===== config.mk =====
export PLATFORM = sky130hd
export DESIGN_NAME = multicycle_ctrl_flat
export DESIGN_NICKNAME = d
export VERILOG_FILES = /design/src/rtl/multicycle_ctrl_if.sv /design/src/rtl/multicycle_ctrl.sv /design/src/flat_wrapper.sv
export SDC_FILE = /design/constraint.sdc
export NUM_CORES = 1
export LEC_CHECK = 0
export BUFFER_PORTS_ARGS = -buffer_cell sky130_fd_sc_hd__buf_2
export CAP_MARGIN = 15
export CORE_MARGIN = 2
export CORE_UTILIZATION = 52
export CTS_CLUSTER_SIZE = 14
export DETAILED_ROUTE_END_ITERATION = 10
export PLACE_DENSITY = 0.77
export SETUP_SLACK_MARGIN = 0.4
export SLEW_MARGIN = 20
export SYNTH_ARGS = -nofsm -noshare
export SYNTH_HDL_FRONTEND = slang
export SYNTH_SLANG_ARGS = --single-unit

===== constraint.sdc =====
create_clock -name clk -period 2.4 [get_ports clk]
set_input_delay 0.48 -clock clk [delete_from_list [all_inputs] [get_ports clk]]
set_output_delay 0.48 -clock clk [all_outputs]
set_load 0.02 [all_outputs]

===== src/rtl/multicycle_ctrl_if.sv =====
// Shared memory-port handshake between the multicycle control FSM and the
// memory/datapath side. The controller owns the request strobes and the
// address-select; the memory owns the completion signal.
interface multicycle_ctrl_if;
    logic mem_req;
    logic mem_read;
    logic mem_write;
    logic iord;
    logic mem_ready;

    modport master (
        output mem_req,
        output mem_read,
        output mem_write,
        output iord,
        input  mem_ready
    );

    modport slave (
        input  mem_req,
        input  mem_read,
        input  mem_write,
        input  iord,
        output mem_ready
    );
endinterface


===== src/rtl/multicycle_ctrl.sv =====
// Control FSM for the multicycle LEGv8 datapath. Sequences every instruction
// through fetch/decode/execute/memory/writeback over one shared memory port,
// supervises each memory access with a wait counter, latches a sticky fault
// code and counts retired instructions.
module multicycle_ctrl #(
    parameter int TIMEOUT = 16,
    parameter int CNT_W   = 32
) (
    input  logic             clk,
    input  logic             reset,
    input  logic [10:0]      op,
    input  logic             alu_zero,
    multicycle_ctrl_if.master bus,
    output logic             ir_write,
    output logic             pc_write,
    output logic [1:0]       pc_src,
    output logic             reg2loc,
    output logic             reg_write,
    output logic             mem_to_reg,
    output logic             alu_src_a,
    output logic [1:0]       alu_src_b,
    output logic [1:0]       alu_op,
    output logic [1:0]       fault,
    output logic [CNT_W-1:0] instr_count
);

    // Wait counter only has to reach TIMEOUT-1 before the trap fires.
    localparam int WAIT_W = (TIMEOUT > 1) ? $clog2(TIMEOUT) : 1;

    typedef enum logic [3:0] {
        st_fetch,
        st_decode,
        st_mem_addr,
        st_mem_rd,
        st_ld_wb,
        st_mem_wr,
        st_exec_r,
        st_r_wb,
        st_cbz_ex,
        st_b_ex,
        st_trap
    } state_t;

    state_t            state;
    logic [WAIT_W-1:0] wait_cnt;
    logic              timeout_hit;

    logic       mem_req_d, mem_read_d, mem_write_d, iord_d;
    logic       ir_write_d, pc_write_d, reg2loc_d, reg_write_d;
    logic       mem_to_reg_d, alu_src_a_d;
    logic [1:0] pc_src_d, alu_src_b_d, alu_op_d;

    function automatic logic is_ldur(input logic [10:0] o);
        return o == 11'h7C2;
    endfunction

    function automatic logic is_stur(input logic [10:0] o);
        return o == 11'h7C0;
    endfunction

    // CBZ occupies 5A0..5A7: the low three bits carry Rt-independent encoding.
    function automatic logic is_cbz(input logic [10:0] o);
        return o[10:3] == 8'hB4;
    endfunction

    // B occupies 0A0..0BF: only the top six bits are fixed.
    function automatic logic is_b(input logic [10:0] o);
        return o[10:5] == 6'h05;
    endfunction

    function automatic logic is_rtype(input logic [10:0] o);
        return (o == 11'h458) || (o == 11'h658) || (o == 11'h450) || (o == 11'h550);
    endfunction

    // The TIMEOUT-th consecutive not-ready cycle of one access traps.
    assign timeout_hit = (TIMEOUT > 0) && !bus.mem_ready &&
                         (wait_cnt == WAIT_W'(TIMEOUT - 1));

    // Sequencing, access supervision, sticky fault and retire counting.
    always_ff @(posedge clk or negedge reset) begin
        if (!reset) begin
            state       <= st_fetch;
            wait_cnt    <= '0;
            fault       <= 2'b00;
            instr_count <= '0;
        end else begin
            // Every entry into a memory state starts from a cleared counter.
            wait_cnt <= '0;
            case (state)
                st_fetch: begin
                    if (bus.mem_ready) begin
                        state <= st_decode;
                    end else if (timeout_hit) begin
                        state <= st_trap;
                        fault <= 2'b10;
                    end else begin
                        wait_cnt <= wait_cnt + 1'b1;
                    end
                end
                st_decode: begin
                    if (is_ldur(op) || is_stur(op)) begin
                        state <= st_mem_addr;
                    end else if (is_rtype(op)) begin
                        state <= st_exec_r;
                    end else if (is_cbz(op)) begin
                        state <= st_cbz_ex;
                    end else if (is_b(op)) begin
                        state <= st_b_ex;
                    end else begin
                        state <= st_trap;
                        fault <= 2'b01;
                    end
                end
                st_mem_addr: begin
                    state <= is_ldur(op) ? st_mem_rd : st_mem_wr;
                end
                st_mem_rd: begin
                    if (bus.mem_ready) begin
                        state <= st_ld_wb;
                    end else if (timeout_hit) begin
                        state <= st_trap;
                        fault <= 2'b10;
                    end else begin
                        wait_cnt <= wait_cnt + 1'b1;
                    end
                end
                st_mem_wr: begin
                    if (bus.mem_ready) begin
                        state       <= st_fetch;
                        instr_count <= instr_count + 1'b1;
                    end else if (timeout_hit) begin
                        state <= st_trap;
                        fault <= 2'b10;
                    end else begin
                        wait_cnt <= wait_cnt + 1'b1;
                    end
                end
                st_exec_r: begin
                    state <= st_r_wb;
                end
                st_ld_wb, st_r_wb, st_cbz_ex, st_b_ex: begin
                    state       <= st_fetch;
                    instr_count <= instr_count + 1'b1;
                end
                st_trap: begin
                    state <= st_trap;
                end
                default: begin
                    state <= st_fetch;
                end
            endcase
        end
    end

    // Control decode from state; ir_write/pc_write and the CBZ pc_src follow
    // same-cycle inputs so zero-wait memory and branch resolution cost no cycle.
    always_comb begin
        mem_req_d    = 1'b0;
        mem_read_d   = 1'b0;
        mem_write_d  = 1'b0;
        iord_d       = 1'b0;
        ir_write_d   = 1'b0;
        pc_write_d   = 1'b0;
        pc_src_d     = 2'b00;
        reg2loc_d    = 1'b0;
        reg_write_d  = 1'b0;
        mem_to_reg_d = 1'b0;
        alu_src_a_d  = 1'b0;
        alu_src_b_d  = 2'b00;
        alu_op_d     = 2'b00;
        case (state)
            st_fetch: begin
                mem_req_d  = 1'b1;
                mem_read_d = 1'b1;
                ir_write_d = bus.mem_ready;
            end
            st_decode: begin
                alu_src_b_d = 2'b10;
                reg2loc_d   = is_stur(op) || is_cbz(op);
            end
            st_mem_addr: begin
                alu_src_a_d = 1'b1;
                alu_src_b_d = 2'b01;
            end
            st_mem_rd: begin
                mem_req_d  = 1'b1;
                mem_read_d = 1'b1;
                iord_d     = 1'b1;
            end
            st_ld_wb: begin
                reg_write_d  = 1'b1;
                mem_to_reg_d = 1'b1;
                pc_write_d   = 1'b1;
            end
            st_mem_wr: begin
                mem_req_d   = 1'b1;
                mem_write_d = 1'b1;
                iord_d      = 1'b1;
                reg2loc_d   = 1'b1;
                pc_write_d  = bus.mem_ready;
            end
            st_exec_r: begin
                alu_src_a_d = 1'b1;
                alu_op_d    = 2'b10;
            end
            st_r_wb: begin
                reg_write_d = 1'b1;
                pc_write_d  = 1'b1;
            end
            st_cbz_ex: begin
                reg2loc_d   = 1'b1;
                alu_src_a_d = 1'b1;
                alu_op_d    = 2'b01;
                pc_write_d  = 1'b1;
                pc_src_d    = {1'b0, alu_zero};
            end
            st_b_ex: begin
                pc_write_d = 1'b1;
                pc_src_d   = 2'b01;
            end
            default: begin
            end
        endcase
    end

    // Reset masks every control line immediately, even mid-access.
    assign bus.mem_req   = reset & mem_req_d;
    assign bus.mem_read  = reset & mem_read_d;
    assign bus.mem_write = reset & mem_write_d;
    assign bus.iord      = reset & iord_d;
    assign ir_write      = reset & ir_write_d;
    assign pc_write      = reset & pc_write_d;
    assign reg2loc       = reset & reg2loc_d;
    assign reg_write     = reset & reg_write_d;
    assign mem_to_reg    = reset & mem_to_reg_d;
    assign alu_src_a     = reset & alu_src_a_d;
    assign pc_src        = reset ? pc_src_d    : 2'b00;
    assign alu_src_b     = reset ? alu_src_b_d : 2'b00;
    assign alu_op        = reset ? alu_op_d    : 2'b00;

endmodule


===== src/flat_wrapper.sv =====
// flat-port wrapper written by rule: the top's interface ports become plain ports
module multicycle_ctrl_flat 
#(
    parameter int TIMEOUT = 16,
    parameter int CNT_W   = 32
)
  (clk, reset, op, alu_zero, ir_write, pc_write, pc_src, reg2loc, reg_write, mem_to_reg, alu_src_a, alu_src_b, alu_op, fault, instr_count, bus_mem_req, bus_mem_read, bus_mem_write, bus_iord, bus_mem_ready);
  multicycle_ctrl_if bus_i ();
  input  logic clk;
  input  logic reset;
  input  logic [10:0] op;
  input  logic alu_zero;
  output logic ir_write;
  output logic pc_write;
  output logic [1:0] pc_src;
  output logic reg2loc;
  output logic reg_write;
  output logic mem_to_reg;
  output logic alu_src_a;
  output logic [1:0] alu_src_b;
  output logic [1:0] alu_op;
  output logic [1:0] fault;
  output logic [CNT_W-1:0] instr_count;
  output wire logic [$bits(bus_i.mem_req)-1:0] bus_mem_req;
  output wire logic [$bits(bus_i.mem_read)-1:0] bus_mem_read;
  output wire logic [$bits(bus_i.mem_write)-1:0] bus_mem_write;
  output wire logic [$bits(bus_i.iord)-1:0] bus_iord;
  input wire logic [$bits(bus_i.mem_ready)-1:0] bus_mem_ready;
  assign bus_mem_req = bus_i.mem_req;
  assign bus_mem_read = bus_i.mem_read;
  assign bus_mem_write = bus_i.mem_write;
  assign bus_iord = bus_i.iord;
  assign bus_i.mem_ready = bus_mem_ready;
  multicycle_ctrl #(.TIMEOUT(TIMEOUT), .CNT_W(CNT_W)) u_core (.clk(clk), .reset(reset), .op(op), .alu_zero(alu_zero), .bus(bus_i), .ir_write(ir_write), .pc_write(pc_write), .pc_src(pc_src), .reg2loc(reg2loc), .reg_write(reg_write), .mem_to_reg(mem_to_reg), .alu_src_a(alu_src_a), .alu_src_b(alu_src_b), .alu_op(alu_op), .fault(fault), .instr_count(instr_count));
endmodule

=== Yosys cells after proc, flatten, opt, wreduce, memory -nomap -nowiden ===
Cells that the tools add are included.

* Output and inout port bits: 50
* Register bits after elaboration: 42
* Input port bits: 15
* Word-level logic and storage cells: 99

* Equal/unequal tests: 26
* $add $sub $neg: 2
* Bitwise logic cells: 10
* Mux-type cells: 38
* Reduce and logical (&&, ||, !) cells: 19

{| class="wikitable"
|+ Operators by type and width
! kind !! count
|-
| $eq A11 B11 Y1 const B || 6
|-
| $pmux W32 S2 || 1
|-
| $mux W4 || 10
|-
| $add A32 B1 Y32 const B || 1
|-
| $mux W32 || 1
|-
| $pmux W4 S7 || 1
|-
| $mux W2 || 9
|-
| $eq A4 B3 Y1 const B || 4
|-
| $eq A4 B4 Y1 const B || 4
|-
| $ne A2 B2 Y1 const B || 6
|-
| $pmux W2 S2 || 3
|-
| $and A1 B1 Y1 || 10
|-
| $mux W1 || 9
|-
| $eq A4 B2 Y1 const B || 2
|-
| $eq A8 B8 Y1 const B || 1
|-
| $reduce_or A2 Y1 || 4
|-
| $reduce_and A7 Y1 || 1
|-
| $eq A6 B3 Y1 const B || 1
|-
| $pmux W1 S2 || 3
|-
| $reduce_or A3 Y1 || 2
|-
| $logic_or A1 B1 Y1 || 5
|-
| $add A4 B1 Y4 const B || 1
|-
| $eq A4 B1 Y1 const B || 1
|-
| $logic_not A4 Y1 || 1
|-
| 7 further kinds || 8
|}

=== Depth between registers and ports, before layout ===
* Word-level depth: 7
* Gate-level depth with buffers: 8
* Mapped depth without buffers: 6

=== Worst setup path before layout ===
No wires, ideal clock.

* Path kind: input -> output
* Start point: input port op[0]
* End point: output port reg2loc
* Arrival time: 1.948 ns
* Setup slack: -0.028 ns
* Stages on the path: 5
* Cells stage by stage: nor4b_1 nand3b_1 o21ai_0 a31oi_1 o31ai_1

* Cells in the longest elaborated chain, start to end: 4

{| class="wikitable"
|+ RTL lines
! element !! line !! source
|-
| from (decl) || flat_wrapper.sv:11 || <nowiki>input logic [10:0] op;</nowiki>
|-
| $eq A11 B11 Y1 || multicycle_ctrl.sv:58 || <nowiki>return o == 11'h7C0;</nowiki>
|-
| $logic_or A1 B1 Y1 || multicycle_ctrl.sv:179 || <nowiki>reg2loc_d = is_stur(op) || is_cbz(op);</nowiki>
|-
| $pmux W1 S2 || multicycle_ctrl.sv:171 || <nowiki>case (state)</nowiki>
|-
| $and A1 B1 Y1 || multicycle_ctrl.sv:233 || <nowiki>assign reg2loc = reset & reg2loc_d;</nowiki>
|-
| to (decl) || flat_wrapper.sv:16 || <nowiki>output logic reg2loc;</nowiki>
|}

No other way between the ends.

=== Worst setup path in the final report ===
* Start point: register u_core.state[0]
* End point: output port pc_write

* Cells in the longest elaborated chain, start to end: 4

{| class="wikitable"
|+ RTL lines
! element !! line !! source
|-
| from (decl) || multicycle_ctrl.sv:44 || <nowiki>state_t state;</nowiki>
|-
| from (signal assigned) || multicycle_ctrl.sv:82 || <nowiki>state <= st_fetch;</nowiki>
|-
| from (signal assigned) || multicycle_ctrl.sv:92 || <nowiki>state <= st_decode;</nowiki>
|-
| from (signal assigned) || multicycle_ctrl.sv:94 || <nowiki>state <= st_trap;</nowiki>
|-
| $eq A4 B3 Y1 / $eq A4 B4 Y1 (equally long branches) || multicycle_ctrl.sv:171 ||
|-
| $reduce_or A4 Y1 (no line) || -- ||
|-
| $pmux W1 S2 * || multicycle_ctrl.sv:171 ||
|-
| $and A1 B1 Y1 * || multicycle_ctrl.sv:232 || <nowiki>assign pc_write = reset & pc_write_d;</nowiki>
|-
| to (decl) || flat_wrapper.sv:14 || <nowiki>output logic pc_write;</nowiki>
|}

Mark *: on every way between the ends. The rest lies on a longest branch, timed or not.

==> metrics.yaml <==
outcome:
  status: "complete, no violations"
final_layout:
  n_antenna_cell: 0
  drive_gt1_share_pct: 40.0
  nets: 337
  syn_to_final_growth_pct: 35.0
  finalNonFillerCells: 372
synthesis:
  synthAdderAreaFrac_pct: 1.10
  synth_xor_area_share_pct: 13.1
  synth_most_common_cell: "dfrtp_1"
  synth_area_per_cell_um2: 9.86
  synth_top_family_by_area: "simple AND/OR/NAND/NOR gates"
  syn-instance-count: 231
  yosysTopAreaCellShare_pct: 46.1
  synth-compound-area-share_pct: 8.90
  synthTopCellsByCount: "dfrtp_1, xnor2_1, nand3_1"
  synthMuxAreaShare_pct: 0.934
  ys_seq_elements: 42
  synth_area_leaders: "dfrtp_1, xnor2_1, nand4_1, and3_1, nand3_1"
  synthArstFlopShare_pct: 100
  synth.largest_area_cell: "dfrtp_1"
  ys_seq_area_share_pct: 46.1
  ys.flop_type: "dfrtp_1"
  synth_nets: 248
  synthSimpleGateAreaFrac_pct: 26.6
  synth-edff-count: 0
  ys_types: 45
  syn_area_um2: 2280
  ys.warnings.count: 0
cts:
  clock_path_buffers: 2
  clock_latency_ns: 0.28
  cts_tree: "done"
  cts_sinks: 42
  cts-buffers-inserted: 5
  ctsHtreeMaxLevel: 2
  clkTransAtPathRegs_ns: 0.07
  holdBufCountCts: 0
  cts_root_buf: "clkbuf_8"
power_and_ir_drop:
  power.total_uw: 2680
  vdd_drop_max_mv: 0.675
  p_leak_uw: 0.00147
  power_per_cell_area_nw_per_um2: 870
run:
  drv_cap: 0
worst_setup_path:
  critPathKind: "flip-flop to output pin"
  crit_path_max_incr_delay_ns: 0.55
  crit_fanout: 2
  cp-start-kind: "flip-flop"
  crit_path_top_delay_cell: "or4_4"
  crit_chain: "nor2b_1 > or4_4 > nand2_4 > and2_4 > buf_6"
  cp.required_ns: 1.92
  cp.arrival_ns: 1.66
  cp-end-kind: "output pin"
placed_design:
  dp.cells: 346
  portBuffers: 63
  dp_hpwl_mm: 3.75
  place_congestion: 0.897
drt:
  wirelength_mm: 5.56
  ant_nets: 0
  routed_via_density: 5.65
  via_count: 2100
  drc_errors: 0
  dr.first_iter.drc_count: 109
  drt-pass1-iter-count: 4
  wl_per_cell_um: 14.9
global_route:
  overflow: 0
  grt_pass1_vias: 1926
  antenna_found_initial: 0
  grt_pass1_wl_mm: 8.96
  grt.total_usage_pct: 22.9
  grt_max_degree: 28
die:
  dieArea_um2: 4930
  ios: 65
  fp.dieW_um: 70.2
  start_util_pct: 53.1
  coreArea_um2: 4290
  die_height_um: 70.2
  row_count: 24
worst_hold_path:
  hp-class: "input pin to asynchronous set/reset pin"
timing:
  period_share_pct: 89.0
  rsz0062_at_grt: "true"
  finalSetupTns_ns: 0
  max_freq_mhz: 468
  skew_ns: 0.00406
  finalSetupViolCount: 0
  finalMaxSlewViolations: 0
  layout_min_cycle_time_ns: 2.14
  finalHoldViolCount: 0
-- registers in the layout (all words and copies together), names as in the netlist --
name                cells
u_core.wait_cnt         4
u_core.instr_count     32
u_core.fault            2
u_core.state            4
-- stage by stage --
| step | area (um2) | setup WS (ns) | hold WS [ns] | util [%] |
|---|---|---|---|---|
| 6_report | 3080 | 0.264 | 0.242 | 71.6 |
| 5_1_grt | 3080 | 0.216 | 0.260 | 71.6 |
| 4_1_cts | 2960 | 0.261 | 0.224 | 68.9 |
| 3_5_place_dp | 2700 | 0.290 | 0.475 | 62.8 |
| 3_3_place_gp | 2700 | 0.351 | 0.467 | 62.8 |
| 2_1_floorplan | 2300 | 0.341 | 0.184 | - |
-- cells by family (layout without fill, tap and decap cells) --
| group | count (synthesis) | in the layout |
|---|---|---|
| compound gates | 29 | 29 |
| simple gates | 107 | 107 |
| other cells | 1 | 1 |
| flops | 42 | 42 |
| fa+ha+maj | 2 | 2 |
| xor+xnor | 34 | 34 |
| mux | 2 | 2 |
| buf+inv | 14 | 103 |
-- routing by layer --
layer  routed length (um)  vias up  track usage, %
met5                    0        -               0
met4                  123        0            9.40
met3                  307       13            4.18
met2                 2720       69            37.5
met1                 2410     1020            29.9
li1                     -      998               -
-- final cells by class --
| type | count | area [um2] |
|---|---|---|
| inverter | 4 | 15.0 |
| sequential | 42 | 1050 |
| timing repair buffer | 92 | 586 |
| fill | 320 | 1220 |
| tap | 52 | 65.1 |
| multi-input combinational | 175 | 1280 |
| clock buffer | 7 | 76.3 |
-- cell usage in the layout, fill, tap and decap left out, types with 2 or more instances in the layout --
cell type / Yosys / final
buf_2: 0 / 54
dfrtp_1: 42 / 39
buf_4: 3 / 30
xnor2_1: 29 / 29
nand3_1: 16 / 15
nand4_1: 14 / 14
nand2_1: 15 / 13
and3_1: 13 / 13
nor2_1: 11 / 10
buf_6: 1 / 8
o21ai_0: 8 / 7
a21oi_1: 6 / 6
nand2b_1: 9 / 5
xor2_1: 5 / 5
clkbuf_8: 0 / 5
nand2b_4: 0 / 4
nor3_1: 6 / 4
and2_1: 5 / 4
dfrtp_2: 0 / 3
inv_2: 1 / 2
nor4bb_1: 3 / 2
and4_1: 2 / 2
nor4_1: 3 / 2
a31oi_1: 2 / 2
nand3b_1: 2 / 2
o21a_1: 2 / 2
nor3_2: 0 / 2
inv_1: 3 / 2
ha_1: 2 / 2
clkbuf_1: 6 / 2
-- power breakdown --
part | total, uW | switching (uW) | leakage [uW] | internal [uW]
clock | 410 | 210 | 0.0000383 | 200
combinational | 1340 | 722 | 0.000882 | 616
sequential | 928 | 111 | 0.000548 | 816
-- critical path, delay by kind of cell (launching register included) --
kind / cells / cell delay, ns
AND/OR/NAND/NOR: 4 / 0.89
flip-flops: 1 / 0.37
buffers and inverters: 1 / 0.11
-- worst paths after layout --
check                           startpoint                      to  slack (ns)  cells past startpoint
setup / recovery           u_core.state[0]                pc_write        0.26                      5
hold / removal                       reset         u_core.fault[1]        0.24                      2
setup reg to reg           u_core.state[0]  u_core.instr_count[25]        0.34                      7
hold reg to reg            u_core.fault[0]         u_core.fault[0]        0.48                      1
max in group asynchronous            reset  u_core.instr_count[31]        1.87                      2
min in group clk             bus_mem_ready      u_core.wait_cnt[2]        0.48                      2
-- timing repair --
item | in CTS | in global routing
endpoints found under the setup margin | 21 | 22
gates resized for setup | 21 | 23
pin swaps | 4 | 6
setup buffers | 14 | 5
(Power assumes the default switching activity.)
